## src/rtl/decoder_scan_pkg.sv

```systemverilog
// Shared definitions for the decoder scan controller: FSM encoding and select width.
package decoder_scan_pkg;

    localparam int SEL_W = 3;
    localparam logic [SEL_W-1:0] SEL_LAST = SEL_W'(7);

    typedef enum logic [1:0] {
        IDLE   = 2'd0,
        SCAN   = 2'd1,
        FINISH = 2'd2
    } state_t;

endpackage

```

## src/rtl/decoder_scan_ctrl_dwell_counter.sv

```systemverilog
// Loadable down-counter with a zero flag; holds at zero rather than underflowing.
module dwell_counter #(
    parameter int W = 4
) (
    input  logic         clk,
    input  logic         rst,
    input  logic         load,
    input  logic         dec,
    input  logic [W-1:0] load_val,
    output logic [W-1:0] cnt,
    output logic         zero
);

    always_ff @(posedge clk or posedge rst) begin
        if (rst) begin
            cnt <= '0;
        end else if (load) begin
            cnt <= load_val;
        end else if (dec && (cnt != '0)) begin
            cnt <= cnt - W'(1);
        end
    end

    assign zero = (cnt == '0);

endmodule

```

## src/rtl/decoder_scan_ctrl.sv

```systemverilog
// Sweeps a 3-to-8 decoder select through 0..7, holding each value dwell+1 cycles,
// either once (with a done pulse) or continuously until stop.
module decoder_scan_ctrl
    import decoder_scan_pkg::*;
#(
    parameter int DWELL_W = 4
) (
    input  logic               clk,
    input  logic               rst,
    input  logic               start,
    input  logic               stop,
    input  logic               mode,
    input  logic [DWELL_W-1:0] dwell,
    output logic               a,
    output logic               b,
    output logic               c,
    output logic               en,
    output logic               busy,
    output logic               done,
    output logic [1:0]         dbg_state
);

    // Request semantics: start is a level request honoured only in IDLE when stop
    // is low; stop aborts from SCAN on the next edge and wins over start in IDLE.
    // mode and dwell are captured with start and ignored for the rest of the sweep.

    state_t               state, state_d;
    logic [SEL_W-1:0]     sel, sel_d;
    logic                 mode_q, mode_d;
    logic [DWELL_W-1:0]   dwell_q, dwell_d;
    logic                 en_d, busy_d, done_d;
    logic                 cnt_load, cnt_dec, cnt_zero;
    logic [DWELL_W-1:0]   cnt_load_val, cnt;

    dwell_counter #(.W(DWELL_W)) u_dwell_counter (
        .clk      (clk),
        .rst      (rst),
        .load     (cnt_load),
        .dec      (cnt_dec),
        .load_val (cnt_load_val),
        .cnt      (cnt),
        .zero     (cnt_zero)
    );

    always_comb begin
        state_d      = state;
        sel_d        = sel;
        mode_d       = mode_q;
        dwell_d      = dwell_q;
        cnt_load     = 1'b0;
        cnt_dec      = 1'b0;
        cnt_load_val = dwell_q;

        case (state)
            IDLE: begin
                sel_d = '0;
                if (start && !stop) begin
                    state_d      = SCAN;
                    mode_d       = mode;
                    dwell_d      = dwell;
                    cnt_load     = 1'b1;
                    cnt_load_val = dwell;
                end
            end
            SCAN: begin
                if (stop) begin
                    state_d = IDLE;
                    sel_d   = '0;
                end else if (cnt_zero) begin
                    if (sel != SEL_LAST) begin
                        sel_d    = sel + SEL_W'(1);
                        cnt_load = 1'b1;
                    end else if (mode_q) begin
                        sel_d    = '0;
                        cnt_load = 1'b1;
                    end else begin
                        state_d = FINISH;
                        sel_d   = '0;
                    end
                end else begin
                    cnt_dec = 1'b1;
                end
            end
            FINISH: begin
                state_d = IDLE;
                sel_d   = '0;
            end
            default: begin
                state_d = IDLE;
                sel_d   = '0;
            end
        endcase

        // Outputs are registered from the next state so they line up with it.
        en_d   = (state_d == SCAN);
        busy_d = (state_d == SCAN);
        done_d = (state_d == FINISH);
    end

    always_ff @(posedge clk or posedge rst) begin
        if (rst) begin
            state   <= IDLE;
            sel     <= '0;
            mode_q  <= 1'b0;
            dwell_q <= '0;
            en      <= 1'b0;
            busy    <= 1'b0;
            done    <= 1'b0;
        end else begin
            state   <= state_d;
            sel     <= sel_d;
            mode_q  <= mode_d;
            dwell_q <= dwell_d;
            en      <= en_d;
            busy    <= busy_d;
            done    <= done_d;
        end
    end

    assign {a, b, c} = sel;
    assign dbg_state = state;

endmodule

```

## config.mk

```make
export PLATFORM = sky130hd
export DESIGN_NAME = decoder_scan_ctrl
export DESIGN_NICKNAME = d
export VERILOG_FILES = /design/src/rtl/decoder_scan_pkg.sv /design/src/rtl/decoder_scan_ctrl_dwell_counter.sv /design/src/rtl/decoder_scan_ctrl.sv
export SDC_FILE = /design/constraint.sdc
export NUM_CORES = 1
export LEC_CHECK = 0
export BUFFER_PORTS_ARGS = -buffer_cell sky130_fd_sc_hd__buf_2
export CORE_MARGIN = 3
export CORE_UTILIZATION = 46
export CTS_CLUSTER_DIAMETER = 60
export DETAILED_ROUTE_END_ITERATION = 10
export PLACE_DENSITY = 0.78
export SYNTH_ARGS = -nofsm -noshare
export SYNTH_HDL_FRONTEND = slang
export SYNTH_SLANG_ARGS = --single-unit
```

## constraint.sdc

```tcl
create_clock -name clk -period 1.65 [get_ports clk]
set_input_delay 0.2475 -clock clk [delete_from_list [all_inputs] [get_ports clk]]
set_output_delay 0.2475 -clock clk [all_outputs]
set_load 0.05 [all_outputs]
```

Yosys cells after proc, flatten, opt, wreduce, memory -nomap -nowiden

Cells that the tools add are included.
W data, S select, Z words.

Bits in registers: 16
Input bits: 9
Output and inout port bits: 8

$add $sub $neg: 2
Equal/unequal tests: 5
Muxes and demuxes: 23
Reductions and logical operators: 8

Operators by type and width:

| operator              | count |
|---|---|
| $mux W4               | 4 |
| $mux W3               | 4 |
| $mux W2               | 5 |
| $mux W1               | 8 |
| $ne A3 B3 Y1 const B  | 2 |
| $eq A2 B1 Y1 const B  | 2 |
| $logic_not A4 Y1      | 1 |
| $pmux W2 S2           | 1 |
| $reduce_bool A4 Y1    | 1 |
| $sub A4 B1 Y4 const B | 1 |
| $add A3 B1 Y3 const B | 1 |
| $eq A2 B2 Y1 const B  | 1 |
| $logic_and A1 B1 Y1   | 2 |
| $logic_not A2 Y1      | 1 |
| $pmux W1 S2           | 1 |
| $reduce_and A2 Y1     | 1 |
| $reduce_bool A2 Y1    | 1 |
| $logic_not A1 Y1      | 1 |

Depth between registers and ports, before layout

Gate-level depths: netlist (run 1).

Word-level depth: 7
Gate-level depth with buffers: 7
Gate-level depth less buffers: 6

Cells and area by module

A second synthesis (run 1) with hierarchy kept.

Cells, all modules: 71
Area total of the unflattened synthesis: 818.3 um2

By module, submodules not included:

| module            | instances | cells each | area an instance (um2) | seq. area each (um2) |
|---|---|---|---|---|
| decoder_scan_ctrl | 1         | 43         | 556.8                  | 300.3 |
| dwell_counter     | 1         | 28         | 261.5                  | 100.1 |

Worst setup path after synthesis (run 1)

No wires, ideal clock.

Path kind: reg-to-reg
Start point: reg sel[1]
End point: reg u_dwell_counter.cnt[2]
Library setup time: 141 ps
Data arrival time: 1,801 ps
Data required time: 1,509 ps
Slack: -292 ps
Stages on the path, launching flop included: 7
Path through: dfrtp_1 > ha_1 > ha_1 > nor2b_1 > a311o_1 > o21ai_0 > o221ai_1

Cells in the longest elaborated chain, start to end: 6
Elaborated cells between the ends (all ways): 7

Ends and longest elaborated chain:

| element                                              | RTL line                              | text |
|---|---|---|
| start: declaration                                   | decoder_scan_ctrl.sv:28               | `logic [SEL_W-1:0] sel, sel_d;` |
| start signal: assignment                             | decoder_scan_ctrl.sv:111              | `sel <= sel_d;` |
| $ne A3 B3 Y1 (*)                                     | decoder_scan_ctrl.sv:70               | `if (sel != SEL_LAST) begin` |
| $mux W1 (*)                                          | decoder_scan_ctrl.sv:70               |  |
| $mux W1 (*)                                          | decoder_scan_ctrl.sv:69               | `end else if (cnt_zero) begin` |
| $mux W1 (*)                                          | decoder_scan_ctrl.sv:66               | `if (stop) begin` |
| $pmux W1 S2 (*)                                      | decoder_scan_ctrl.sv:54               | `case (state)` |
| $mux W4 / $reduce_bool A2 Y1 (equally long branches) | -                                     |  |
| end signal: assignment                               | decoder_scan_ctrl_dwell_counter.sv:18 | `cnt <= load_val;` |
| end signal: assignment                               | decoder_scan_ctrl_dwell_counter.sv:20 | `cnt <= cnt - W'(1);` |
| end: declaration                                     | decoder_scan_ctrl_dwell_counter.sv:10 | `output logic [W-1:0] cnt,` |

Mark *: on every way between the ends. The rest lies on a longest branch, timed or not.
A chain may end at the register's enable or synchronous reset.

Final worst setup path (run 1)

Start point: reg sel[0]
End point: reg u_dwell_counter.cnt[2]

Same word-level chain as after synthesis.

==> results of run 1 <==
## report_power, final
part	total [W]	leakage [nW]	switching [W]	internal, W
clock	0.000252	0.0210	0.000118	0.000134
combinational	0.000456	0.284	0.000222	0.000234
sequential	0.000529	0.197	0.0000620	0.000467
## routing by layer
layer | vias up | part of all wire, %
li1 | 288 | -
met1 | 290 | 44
met2 | 9 | 52
met3 | 0 | 3.4
met4 | 0 | 0
met5 | - | 0
## area by class of cell
| class | instances | area [um^2] | area share (%) |
|---|---|---|---|
| clock buffer | 4 | 36.3 | 3.48 |
| inverter | 8 | 30.0 | 2.88 |
| multi-input combinational | 42 | 407 | 39.0 |
| sequential | 16 | 405 | 38.8 |
| tap | 16 | 20.0 | 1.92 |
| timing repair buffer | 23 | 145 | 13.9 |
## through the flow
step | power, W | hold WS (ns) | worst slack (ns)
3_3_place_gp | 0.000939 | 0.340 | 0.0333
3_5_place_dp | 0.000951 | 0.340 | -0.0898
2_1_floorplan | 0.000816 | 0.161 | -0.0406
5_1_grt | 0.00133 | 0.0439 | -0.0766
4_1_cts | 0.00121 | 0.0289 | 0.00967
6_report | 0.00124 | 0.0139 | 0.0215
## cell families after synthesis
logic type / count (synthesis) / synth area share, %
AOI/OAI and AO/OA: 10 / 9.09
xor gates and xnor gates: 2 / 2.16
adders and majority gates: 3 / 4.62
buffers and inverters: 11 / 7.40
DFF: 16 / 49.3
muxes: 6 / 8.17
and+or+nand+nor: 21 / 19.3
## cells in the mapped netlist
cell | number | area share (%)
dfrtp_1 | 16 | 49
inv_1 | 8 | 3.7
nor2_1 | 6 | 2.8
mux2i_1 | 4 | 4.9
ha_1 | 3 | 4.6
a21oi_1 | 2 | 1.2
and3b_2 | 2 | 2.5
buf_6 | 2 | 2.8
nand2b_1 | 2 | 1.5
nand3b_1 | 2 | 1.8
nor3_1 | 2 | 1.2
o21ai_0 | 2 | 1.2
xnor2_1 | 2 | 2.2
a311o_1 | 1 | 1.2
a41oi_1 | 1 | 1.1
buf_4 | 1 | 0.92
mux2_2 | 1 | 1.4
mux2_4 | 1 | 1.8
nand2_1 | 1 | 0.46
nor2_8 | 1 | 2.5
nor2b_1 | 1 | 0.77
nor3b_1 | 1 | 0.92
nor4b_4 | 1 | 2.9
o211ai_1 | 1 | 0.92
o21ai_2 | 1 | 1.1
o221ai_1 | 1 | 1.1
o32a_1 | 1 | 1.2
or2_2 | 1 | 0.77
or3b_1 | 1 | 1.1
## worst paths after layout
check	start	cells past startpoint	slack, ns	endpoint
max	sel[0]$_DFFE_PP0P_	6	0.02	u_dwell_counter.cnt[2]$_DFFE_PP0P_
min	rst	2	0.01	busy$_DFF_PP0_
max reg2reg	sel[0]$_DFFE_PP0P_	6	0.02	u_dwell_counter.cnt[2]$_DFFE_PP0P_
min reg2reg	dwell_q[0]$_DFF_PP0_	1	0.50	dwell_q[0]$_DFF_PP0_
max in group asynchronous	rst	2	1.22	sel[0]$_DFFE_PP0P_
min in group clk	dwell[1]	3	0.20	dwell_q[1]$_DFF_PP0_
## timing repair
action,in CTS,in global routing
resized for setup,2,2
endpoints found under the setup margin,6,5
hold endpoints to repair,0,0
pin swaps,0,0
buffers inserted,0,1
## registers in the layout (all words and copies together) (netlist names)
register	flops
u_dwell_counter.cnt	4
dwell_q	4
dbg_state	2
mode_q	1
done	1
busy	1
sel	3
==> metrics.yaml, run 1 <==
grt_max_degree: 17
maxSlewViolCount: 0
hold_viol_final: 0
hold_class: "input port to async pin"
final_util_pct: 66.2
overflow: 0
ir_worst_vdd_mv: 0.698
io_buffers: 16
hpwl_um: 1170
initial_core_util_pct: 51.5
synth_fp_nets: 81
core_area_um2: 1580
cts-root-buf: "clkbuf_4"
status: "finished clean"
cp.required_ns: 1.80
rsz0062_at_grt: "yes"
drive_above_1_share_pct: 48.4
relSlewSlack_pct: 60.9
cts_tree: "built"
syn_avg_cell_area_um2: 11.8
finalCritPeriodShare_pct: 98.7
mostFrequentLayoutCell: "buf_2"
clock_latency_ns: 0.28
fin_crit_ns: 1.63
final_area_um2: 1040
crit_top_cell: "ha_4"
yosysUniqueCellTypes: 29
setup_viol: 0
start_kind: "register"
dieArea_um2: 2310
fillers: 121
pin_count: 17
dieWidth_um: 48.0
power_density_nw_per_um2: 1190
syn_inst: 69
worst_pin_slew_ns: 0.586
synth_area_um2: 812
grt.met3_usage_pct: 3.76
synth.yosys.seq_area_share_pct: 49.3
crit_buf_inv: 0
cp_slowest_cell: "dfrtp_2"
use_met2_pct: 26.6
avgViaCountPerCell: 5.39
die_h_um: 48.0
nNetsFinal: 106
antennaDiodeCount: 0
timing.setup.tns_ns: 0
drc_errors: 0
first_pass_iters: 4
cap_violations: 0
gp_congestion: 0.752
worstSetupPathType: "register to register"
leakage_nw: 0.502
slowest_delay_ns: 0.44
drt_iter0_markers: 1
path_cells: "ha_4, ha_4, nor2b_4, a311o_1, o21ai_1, o221ai_1"
fp-row-count: 14
fmax_mhz: 614
first_global_vias: 579
cp_top_family: "compound AO/OA/AOI/OAI gates"
htreeDepth: 1
placed_cell_area_um2: 977
numCtsBuffers: 3
clock_sinks: 16
ant_nets: 0
cp_data_arrival_time_ns: 1.78
final_cell_mix: "16 x buf_2, 12 x dfrtp_1, 8 x inv_1"
cts_hold_buf: 0
fin_worst_skew_ns: 0.00444
stdcell_count: 109
critPathMaxFanout: 4
clk_path_buf_depth: 2
grt_usage_pct: 15.9
global_route.peak_usage_layer: "met2"
met1_usage_pct: 20.4
antenna_found_initial: 0
clkTransAtPathRegs_ns: 0.10
vias: 587
finalWirelength_um: 1550
grt_first_pass_wirelength_um: 2580
ys_seq_elements: 16
routedWlPerCell_um: 14.2
synthToLayoutAreaGrowth_pct: 28.5
yosys_warnings: 0
cp-end-kind: "register"
dp_cells: 104
No activity file was read; power rests on OpenSTA's default activity.
==> run 2: changes to the inputs <==
--- a/config.mk
+++ b/config.mk
@@ -10,7 +10,7 @@
 export CORE_UTILIZATION = 46
 export CTS_CLUSTER_DIAMETER = 60
 export DETAILED_ROUTE_END_ITERATION = 10
-export PLACE_DENSITY = 0.78
+export PLACE_DENSITY = 0.77
 export SYNTH_ARGS = -nofsm -noshare
 export SYNTH_HDL_FRONTEND = slang
 export SYNTH_SLANG_ARGS = --single-unit
==> run 2 against run 1 <==
  * The run now ends with negative setup slack left
  * Critical path depth stayed put
  * Final cell count grew 4.6%
  * Flip-flop and latch count is the same
  * Routed wire length rose by 9.8%
  * Total power rose by 4.3%
  * Cell area grew 3.7%
  * Largest cell class unchanged
  * Die area is the same
==> metrics.yaml, run 2 (synthesis results as in run 1) <==
cp_top_family: "compound AO/OA/AOI/OAI gates"
ant_nets: 0
grt_usage_pct: 18.0
final_cell_mix: "16 x buf_2, 12 x dfrtp_1, 11 x buf_4"
routedWlPerCell_um: 14.9
first_pass_iters: 4
fin_worst_skew_ns: 0.00589
pin_count: 17
clk_path_buf_depth: 2
gp_congestion: 0.745
hold_class: "input port to async pin"
drive_above_1_share_pct: 53.1
dieWidth_um: 48.0
timing.rr.end: "u_dwell_counter.cnt[3]$_DFFE_PP0P_"
power_density_nw_per_um2: 1190
r2r_cells: 6
cp-end-kind: "register"
clkTransAtPathRegs_ns: 0.09
avgViaCountPerCell: 5.50
clock_sinks: 16
cp-startpoint: "sel[0]$_DFFE_PP0P_"
antenna_found_initial: 0
core_area_um2: 1580
crit_top_cell: "ha_4"
dp_cells: 104
drt_iter0_markers: 20
drc_errors: 0
cts_hold_buf: 0
cp_data_arrival_time_ns: 1.82
hold_viol_final: 0
grt_max_degree: 17
slowest_delay_ns: 0.44
worst_pin_slew_ns: 0.585
reg2reg_slack_ns: -0.01
worstSetupPathType: "register to register"
fmax_mhz: 602
fp-row-count: 14
die_h_um: 48.0
cap_violations: 0
synthToLayoutAreaGrowth_pct: 33.3
whs_ns: 0.00327
maxSlewViolCount: 0
fin_ws_ns: -0.0108
finalCritPeriodShare_pct: 101
numCtsBuffers: 3
first_global_vias: 610
final_area_um2: 1080
path_depth: 6
fin_crit_ns: 1.66
reg2reg_from: "sel[0]$_DFFE_PP0P_"
cts-root-buf: "clkbuf_4"
rsz0062_at_grt: "yes"
cts_tree: "built"
grt_first_pass_wirelength_um: 2750
crit_end: "u_dwell_counter.cnt[3]$_DFFE_PP0P_"
cp_slowest_cell: "dfrtp_2"
htreeDepth: 1
setup_viol: 2
overflow: 0
nNetsFinal: 111
final_util_pct: 68.7
placed_cell_area_um2: 977
relSlewSlack_pct: 60.9
finalWirelength_um: 1700
hpwl_um: 1140
path_cells: "ha_4, ha_4, nor2b_4, a311o_1, o21ai_1, o211ai_1"
dieArea_um2: 2310
mostFrequentLayoutCell: "buf_2"
critPathMaxFanout: 4
io_buffers: 16
ir_worst_vdd_mv: 0.953
reg_top3: "dwell_q x4, u_dwell_counter.cnt x4, sel x3"
start_kind: "register"
status: "finished, violations left"
antennaDiodeCount: 0
vias: 627
cp.required_ns: 1.81
clock_latency_ns: 0.29
leakage_nw: 0.526
violations: "negative setup slack"
stdcell_count: 114
initial_core_util_pct: 51.5
crit_buf_inv: 0
==> run 2: timing repair <==
item | CTS | global route
setup buffers | 3 | 4
setup endpoints to repair | 3 | 5
resized for setup | 1 | 5
pin swaps | 4 | 4
==> run 2: power breakdown <==
part           switching [W]  internal, W
Sequential         0.0000664     0.000468
Clock               0.000122     0.000135
Combinational       0.000245     0.000256
Total               0.000432     0.000858
==> run 2: worst register-to-register path, delay by kind of cell, from the launching register on <==
family	cells	cell delay (ns)
adder cells (fa/ha/maj)	2	0.32
AND/OR/NAND/NOR	1	0.13
flip-flops	1	0.44
AO/OA/AOI/OAI	3	0.64
==> run 2: metal layers <==
metal  vias up  global-route usage [%]  part of all wire, %
met5         -                       0                    0
met4         0                    6.45                  1.2
met3         4                    5.64                  5.3
met2        20                    30.3                   49
met1       309                    21.6                   44
li1        294                       -                    -
==> run 2: layout make-up <==
cell class	count	area (um^2)
Multi-Input combinational cell	42	408
Fill cell	112	494
Inverter	8	30.0
Timing Repair Buffer	28	183
Sequential cell	16	405
Tap cell	16	20.0
Clock buffer	4	36.3
==> run 2: metrics by stage <==
stage	total power (W)	setup WS [ns]	TNS (ns)
2_1_floorplan	0.000816	-0.0406	-0.0717
3_3_place_gp	0.000939	0.0264	0
3_5_place_dp	0.000961	-0.0620	-0.107
4_1_cts	0.00123	-0.0309	-0.0512
5_1_grt	0.00137	-0.0751	-0.181
6_report	0.00129	-0.0108	-0.0110
==> run 2: worst min-delay path by stage <==
| stage | start | endpoint | slack [ns] |
|---|---|---|---|
| 5_1_grt | rst | dwell_q[2]$_DFF_PP0_ | 0.05 |
| 6_report | rst | dwell_q[2]$_DFF_PP0_ | 0.003 |
| 3_5_place_dp | rst | dwell_q[2]$_DFF_PP0_ | 0.34 |
| 3_3_place_gp | rst | dwell_q[2]$_DFF_PP0_ | 0.34 |
| 2_1_floorplan | rst | busy$_DFF_PP0_ | 0.16 |
| 4_1_cts | rst | dwell_q[2]$_DFF_PP0_ | 0.02 |
